`src/rtl/spi_pkg.sv`:
```
// Shared types and constants for the SPI slave interface.
package spi_pkg;

  typedef enum logic [1:0] {
    StIdle      = 2'd0,
    StShift     = 2'd1,
    StWaitDesel = 2'd2
  } spi_state_e;

  localparam logic [7:0] SPI_FILL_BYTE = 8'h00;

endpackage

```
`src/rtl/spi_in_sync.sv`:
```
// N-stage synchroniser for one asynchronous SPI pin, with a history flop for rise/fall detect.
module spi_in_sync #(
  parameter int unsigned Stages   = 2,
  parameter logic        ResetVal = 1'b0
) (
  input  logic clk_i,
  input  logic rst_i,
  input  logic d_i,
  output logic q_o,
  output logic rise_o,
  output logic fall_o
);

  logic [Stages-1:0] sync_q, sync_d;
  logic              hist_q, hist_d;

  always_comb begin
    sync_d = {sync_q[Stages-2:0], d_i};
    hist_d = sync_q[Stages-1];
  end

  always_ff @(posedge clk_i) begin
    if (rst_i) begin
      sync_q <= {Stages{ResetVal}};
      hist_q <= ResetVal;
    end else begin
      sync_q <= sync_d;
      hist_q <= hist_d;
    end
  end

  assign q_o    = sync_q[Stages-1];
  assign rise_o = sync_q[Stages-1] & ~hist_q;
  assign fall_o = ~sync_q[Stages-1] & hist_q;

endmodule

```
`src/rtl/spi_slave_if.sv`:
```
// SPI mode-0 slave, oversampled in the system clock domain, with a one-entry reply register.
// Build option SPI_SLAVE_ECHO_EN: underrun fill is the last received word instead of 0x00.
module spi_slave_if
  import spi_pkg::*;
#(
  parameter int unsigned DATA_WIDTH  = 8,
  parameter int unsigned SYNC_STAGES = 2
) (
  input  logic                  I_CLK,
  input  logic                  I_RESET,
  input  logic                  SCLK_SLAVE,
  input  logic                  SS_N_SLAVE,
  input  logic                  MOSI_SLAVE,
  output logic                  MISO_SLAVE,
  output logic                  O_MISO_OE,
  input  logic [DATA_WIDTH-1:0] I_TX_DATA,
  input  logic                  I_TX_VALID,
  output logic                  O_TX_READY,
  output logic [DATA_WIDTH-1:0] O_RX_DATA,
  output logic                  O_RX_VALID,
  output logic                  O_TX_UNDERRUN,
  output logic                  O_FRAME_ERR,
  output logic                  O_BUSY
);

  localparam int unsigned CntW = $clog2(DATA_WIDTH + 1);
  localparam int unsigned SetW = $clog2(SYNC_STAGES + 1);

  logic sclk_rise, sclk_fall, sclk_sync_unused;
  logic ss_sync, ss_rise, ss_fall;
  logic mosi_sync, mosi_rise_unused, mosi_fall_unused;

  spi_in_sync #(.Stages(SYNC_STAGES), .ResetVal(1'b0)) u_sync_sclk (
    .clk_i (I_CLK), .rst_i (I_RESET), .d_i (SCLK_SLAVE),
    .q_o (sclk_sync_unused), .rise_o (sclk_rise), .fall_o (sclk_fall)
  );
  spi_in_sync #(.Stages(SYNC_STAGES), .ResetVal(1'b1)) u_sync_ss (
    .clk_i (I_CLK), .rst_i (I_RESET), .d_i (SS_N_SLAVE),
    .q_o (ss_sync), .rise_o (ss_rise), .fall_o (ss_fall)
  );
  spi_in_sync #(.Stages(SYNC_STAGES), .ResetVal(1'b0)) u_sync_mosi (
    .clk_i (I_CLK), .rst_i (I_RESET), .d_i (MOSI_SLAVE),
    .q_o (mosi_sync), .rise_o (mosi_rise_unused), .fall_o (mosi_fall_unused)
  );

  spi_state_e            state_q, state_d;
  logic [DATA_WIDTH-1:0] tx_sr_q, tx_sr_d;
  logic [DATA_WIDTH-1:0] rx_sr_q, rx_sr_d;
  logic [DATA_WIDTH-1:0] rx_data_q, rx_data_d;
  logic [DATA_WIDTH-1:0] hold_q, hold_d;
  logic                  hold_full_q, hold_full_d;
  logic [CntW-1:0]       cnt_q, cnt_d;
  logic [SetW-1:0]       settle_q, settle_d;
  logic                  rx_valid_q, rx_valid_d;
  logic                  underrun_q, underrun_d;
  logic                  frame_err_q, frame_err_d;
  logic [DATA_WIDTH-1:0] fill_word;
  logic                  settled, word_done, load;
  logic [CntW-1:0]       cnt_eff;

`ifdef SPI_SLAVE_ECHO_EN
  assign fill_word = rx_data_q;
`else
  assign fill_word = DATA_WIDTH'(SPI_FILL_BYTE);
`endif

  // The synchronisers restart from reset values, so the synced SS_N level is only
  // trustworthy once the pin value has propagated through every stage.
  assign settled   = (settle_q == SetW'(SYNC_STAGES));
  assign word_done = (cnt_q == CntW'(DATA_WIDTH));
  assign cnt_eff   = word_done ? '0 : cnt_q;

  always_comb begin
    state_d     = state_q;
    tx_sr_d     = tx_sr_q;
    rx_sr_d     = rx_sr_q;
    rx_data_d   = rx_data_q;
    hold_d      = hold_q;
    hold_full_d = hold_full_q;
    cnt_d       = cnt_q;
    settle_d    = settled ? settle_q : settle_q + SetW'(1);
    rx_valid_d  = 1'b0;
    underrun_d  = 1'b0;
    frame_err_d = 1'b0;
    load        = 1'b0;

    unique case (state_q)
      StWaitDesel: begin
        if (settled && ss_sync) state_d = StIdle;
      end
      StIdle: begin
        if (ss_fall) begin
          load    = 1'b1;
          cnt_d   = '0;
          state_d = StShift;
        end
      end
      StShift: begin
        if (word_done) begin
          rx_data_d  = rx_sr_q;
          rx_valid_d = 1'b1;
          cnt_d      = '0;
        end
        // Deselect takes priority over any SCLK edge seen in the same cycle.
        if (ss_rise) begin
          frame_err_d = (cnt_eff != '0);
          cnt_d       = '0;
          state_d     = StIdle;
        end else if (sclk_rise) begin
          rx_sr_d = {rx_sr_q[DATA_WIDTH-2:0], mosi_sync};
          cnt_d   = cnt_eff + CntW'(1);
        end else if (sclk_fall) begin
          if (cnt_eff == '0) load = 1'b1;
          else tx_sr_d = {tx_sr_q[DATA_WIDTH-2:0], 1'b0};
        end
      end
      default: state_d = StWaitDesel;
    endcase

    if (load) begin
      if (hold_full_q) begin
        tx_sr_d     = hold_q;
        hold_full_d = 1'b0;
      end else begin
        tx_sr_d    = fill_word;
        underrun_d = 1'b1;
      end
    end

    // A write landing with a load keeps the register full: load saw the old state.
    if (I_TX_VALID && !hold_full_q) begin
      hold_d      = I_TX_DATA;
      hold_full_d = 1'b1;
    end
  end

  always_ff @(posedge I_CLK) begin
    if (I_RESET) begin
      state_q     <= StWaitDesel;
      tx_sr_q     <= '0;
      rx_sr_q     <= '0;
      rx_data_q   <= '0;
      hold_q      <= '0;
      hold_full_q <= 1'b0;
      cnt_q       <= '0;
      settle_q    <= '0;
      rx_valid_q  <= 1'b0;
      underrun_q  <= 1'b0;
      frame_err_q <= 1'b0;
    end else begin
      state_q     <= state_d;
      tx_sr_q     <= tx_sr_d;
      rx_sr_q     <= rx_sr_d;
      rx_data_q   <= rx_data_d;
      hold_q      <= hold_d;
      hold_full_q <= hold_full_d;
      cnt_q       <= cnt_d;
      settle_q    <= settle_d;
      rx_valid_q  <= rx_valid_d;
      underrun_q  <= underrun_d;
      frame_err_q <= frame_err_d;
    end
  end

  assign O_MISO_OE     = ~ss_sync;
  assign MISO_SLAVE    = tx_sr_q[DATA_WIDTH-1] & ~ss_sync;
  assign O_TX_READY    = ~hold_full_q;
  assign O_RX_DATA     = rx_data_q;
  assign O_RX_VALID    = rx_valid_q;
  assign O_TX_UNDERRUN = underrun_q;
  assign O_FRAME_ERR   = frame_err_q;
  assign O_BUSY        = (state_q == StShift);

endmodule

```
`config.mk`:
```
export PLATFORM = sky130hd
export DESIGN_NAME = spi_slave_if
export DESIGN_NICKNAME = d
export VERILOG_FILES = /design/src/rtl/spi_pkg.sv /design/src/rtl/spi_in_sync.sv /design/src/rtl/spi_slave_if.sv
export SDC_FILE = /design/constraint.sdc
export NUM_CORES = 1
export LEC_CHECK = 0
export BUFFER_PORTS_ARGS = -buffer_cell sky130_fd_sc_hd__buf_2
export CAP_MARGIN = 20
export CORE_ASPECT_RATIO = 1.4
export CORE_UTILIZATION = 45
export DETAILED_ROUTE_END_ITERATION = 8
export GPL_ROUTABILITY_DRIVEN = 0
export HOLD_SLACK_MARGIN = 0.12
export PLACE_DENSITY_LB_ADDON = 0.25
export SYNTH_ARGS = -nofsm -noshare
export SYNTH_HDL_FRONTEND = slang
export SYNTH_HIERARCHICAL = 1
export SYNTH_SLANG_ARGS = --single-unit
```
`constraint.sdc`:
```
create_clock -name I_CLK -period 2.1 [get_ports I_CLK]
set_input_delay 0.105 -clock I_CLK [delete_from_list [all_inputs] [get_ports I_CLK]]
set_output_delay 0.105 -clock I_CLK [all_outputs]
set_load 0.05 [all_outputs]
```
==> summary.txt <==
Outcome
  • Status: completed

Setup path
  • Top fanout value on the critical path: 10
  • Slowest cell on crit path: sky130_fd_sc_hd__nor4b_4
  • Required @ worst endpoint: ~2.3 ns
  • Crit path max-delay family: simple AND/OR/NAND/NOR gates
  • CP arrival: 2.08 ns
  • Crit path largest cell delay: 0.50 ns
  • Critical Path Start Type: register
  • Worst setup EP type: register
  • Worst Path Buf+Inv: 0
  • Type of the setup path with the least slack: register to register
  • Chain of cells forming the critical path: nor2b_1 -> nor4b_4 -> nand2_2 -> o31a_1 -> o22ai_1

Synthesis
  • Post-Synthesis Net Count: roughly 260
  • Mean instance size in the synthesized netlist: 8.838 sq um
  • Cell area after synthesis: between 2000 and 2500 sq um
  • Number of warnings reported in the yosys synthesis log: 6
  • Gate count of the mapped netlist: 237

Route
  • DRC errors left: 0
  • Number of iterations in the first detailed-routing pass: 4
  • DRT iter0 DRCs: 56
  • Post-detailed-route via-to-cell ratio: 4.919
  • Routed len/inst: 12.25 um
  • Number of nets with antenna violations after routing: 0
  • Via total after detailed routing: about 1,700
  • Final WL: approximately 4.2 mm

STA
  • Slew Limit Headroom: 0.6314
  • Highest clock rate: ~0.54 GHz
  • Slew Viols, Final: 0
  • Clock tree skew after final layout: a little under 0.008 ns
  • Worst Tran Pin Value: 0.5518 ns
  • Total of endpoints with negative setup slack in the final report: 0
  • Endpoints failing hold: 0
  • Ratio of final minimum period to clock period: 0.8797
  • Final total negative setup slack: 0 ns
  • Hold_ws: ~0.31 ns
  • Final critical-path required period: around 1.8 ns
  • Setup repair after global routing missed its margin: no

Global routing
  • Via count of the first global-routing pass: 1,558
  • First-pass GRT wire length: around 7 mm
  • Overflow after GRT: 0
  • Antenna violations before repair: 0
  • Pin count of the biggest net entering global routing: 41
  • Overall fraction of global-route tracks in use: 0.1835

Power
  • VDD IR max: 0.0003223 V
  • Leakage power summed over all cells: just under 1 nW
  • Power density of the placed cells: roughly 720 nW/um^2

Floorplanning
  • Die Footprint: a little under 5000 sq um
  • Core area: 4499 sq um
  • Top-Level Pins: 29
  • Floorplan die height: 82.73 um
  • Initial Utilization: 0.4655
  • Die extent in x: 59.66 um
  • Number of rows created at floorplan: 29

Clock tree
  • Count of H-tree levels built during CTS: 2
  • Clock Latency Late Sink: 0.30 ns
  • Buffer levels on the longest clock path: 2
  • Sink Count: 52
  • Clock slew at reported path FFs: 0.09 ns
  • Inserted Clock Buffers: 5
  • Postcts setup bufs: 0
  • Clk Tree Root Cell: sky130_fd_sc_hd__clkbuf_8
  • Clock tree from TritonCTS: built

Cells and area
  • Final layout net count: 299
  • Most common library cell in the layout ignoring fill and taps: sky130_fd_sc_hd__dfxtp_1
  • Share of post-route cells with drive strength above 1: 0.1702
  • Diode insertion count for antenna repair: 0
  • Area growth from synthesis to final layout: 21.86%
  • Commonest cells after routing, fill and taps aside: sky130_fd_sc_hd__dfxtp_1, sky130_fd_sc_hd__nand2_1, sky130_fd_sc_hd__buf_2

Placed design
  • IO buf count: 28
  • Detailed placement HPWL: between 2 and 3 mm

Job
  • # Max-Cap Violations: 0

Min path
  • Min-delay worst type: input port to register
## flip-flops by register name (all words and copies together), names as in the netlist
signal and count:
u_sync_ss/hist_q 1, O_TX_UNDERRUN 1, cnt_q 4, O_RX_VALID 1, hold_full_q 1, state_q 2
tx_sr_q 8, u_sync_ss/sync_q 2, rx_sr_q 8, O_RX_DATA 8, u_sync_sclk/hist_q 1, O_FRAME_ERR 1
u_sync_sclk/sync_q 2, settle_q 2, u_sync_mosi/sync_q 2, hold_q 8
## layer usage
metal	GRT usage	vias up	wire [um]
met5	0	-	0
met4	0.07674	0	70
met3	0.04361	7	106
met2	0.3433	23	2222
met1	0.1905	780	1815
li1	-	882	-
## final timing paths
| check | from | end | slack [ns] | cells past startpoint |
|---|---|---|---|---|
| worst min register to register | u_sync_ss/sync_q[0]$_SDFF_PP1_ | u_sync_ss/sync_q[1]$_SDFF_PP1_ | 0.41 | 1 |
| worst max register to register | u_sync_sclk/sync_q[1]$_SDFF_PP0_ | tx_sr_q[2]$_SDFFE_PP0P_ | 0.25 | 5 |
| worst min-delay path | I_TX_VALID | hold_q[2]$_SDFFE_PP0P_ | 0.31 | 4 |
| worst max-delay path | u_sync_sclk/sync_q[1]$_SDFF_PP0_ | tx_sr_q[2]$_SDFFE_PP0P_ | 0.25 | 5 |
## through the flow
| stage | std cells | utilization | setup slack, ns | cell area (sq um) | total power, mW |
|---|---|---|---|---|---|
| floorplan | 237 | - | 0.4156 | 2095 | 1.218 |
| CTS | 344 | 0.5673 | 0.2564 | 2552 | 1.867 |
| finish | 344 | 0.5673 | 0.2527 | 2552 | 1.844 |
| detailed placement | 320 | 0.5117 | 0.2844 | 2302 | 1.275 |
| global route | 344 | 0.5673 | 0.1089 | 2552 | 1.936 |
| global placement | 320 | 0.5117 | 0.3413 | 2302 | 1.266 |
## power by group
group	switching, mW	total [mW]	leakage, nW	internal [mW]
sequential	0.0263	1.06	0.423	1.03
clock	0.332	0.568	0.0445	0.237
combinational	0.119	0.220	0.518	0.101
## what timing repair did
action	in CTS	in global routing
gates resized for setup	0	0
endpoints found under the hold margin	12	0
hold buffers	16	0
## cell type report
type                       count  area, sq um
inverter                      16        60.06
clock inverter                 3        21.27
multi-input combinational    156        938.4
timing repair buffer          50        345.3
sequential                    52         1041
clock buffer                   5        68.82
tap                           62        77.57
fill                         451         1947
## worst min-delay path, cell delays in order
cell                      delay, ns
sky130_fd_sc_hd__buf_2         0.10
sky130_fd_sc_hd__nor2b_1       0.21
sky130_fd_sc_hd__nand2_1       0.10
sky130_fd_sc_hd__a21oi_1       0.05
Note: power is estimated with default switching activity, not from simulation.
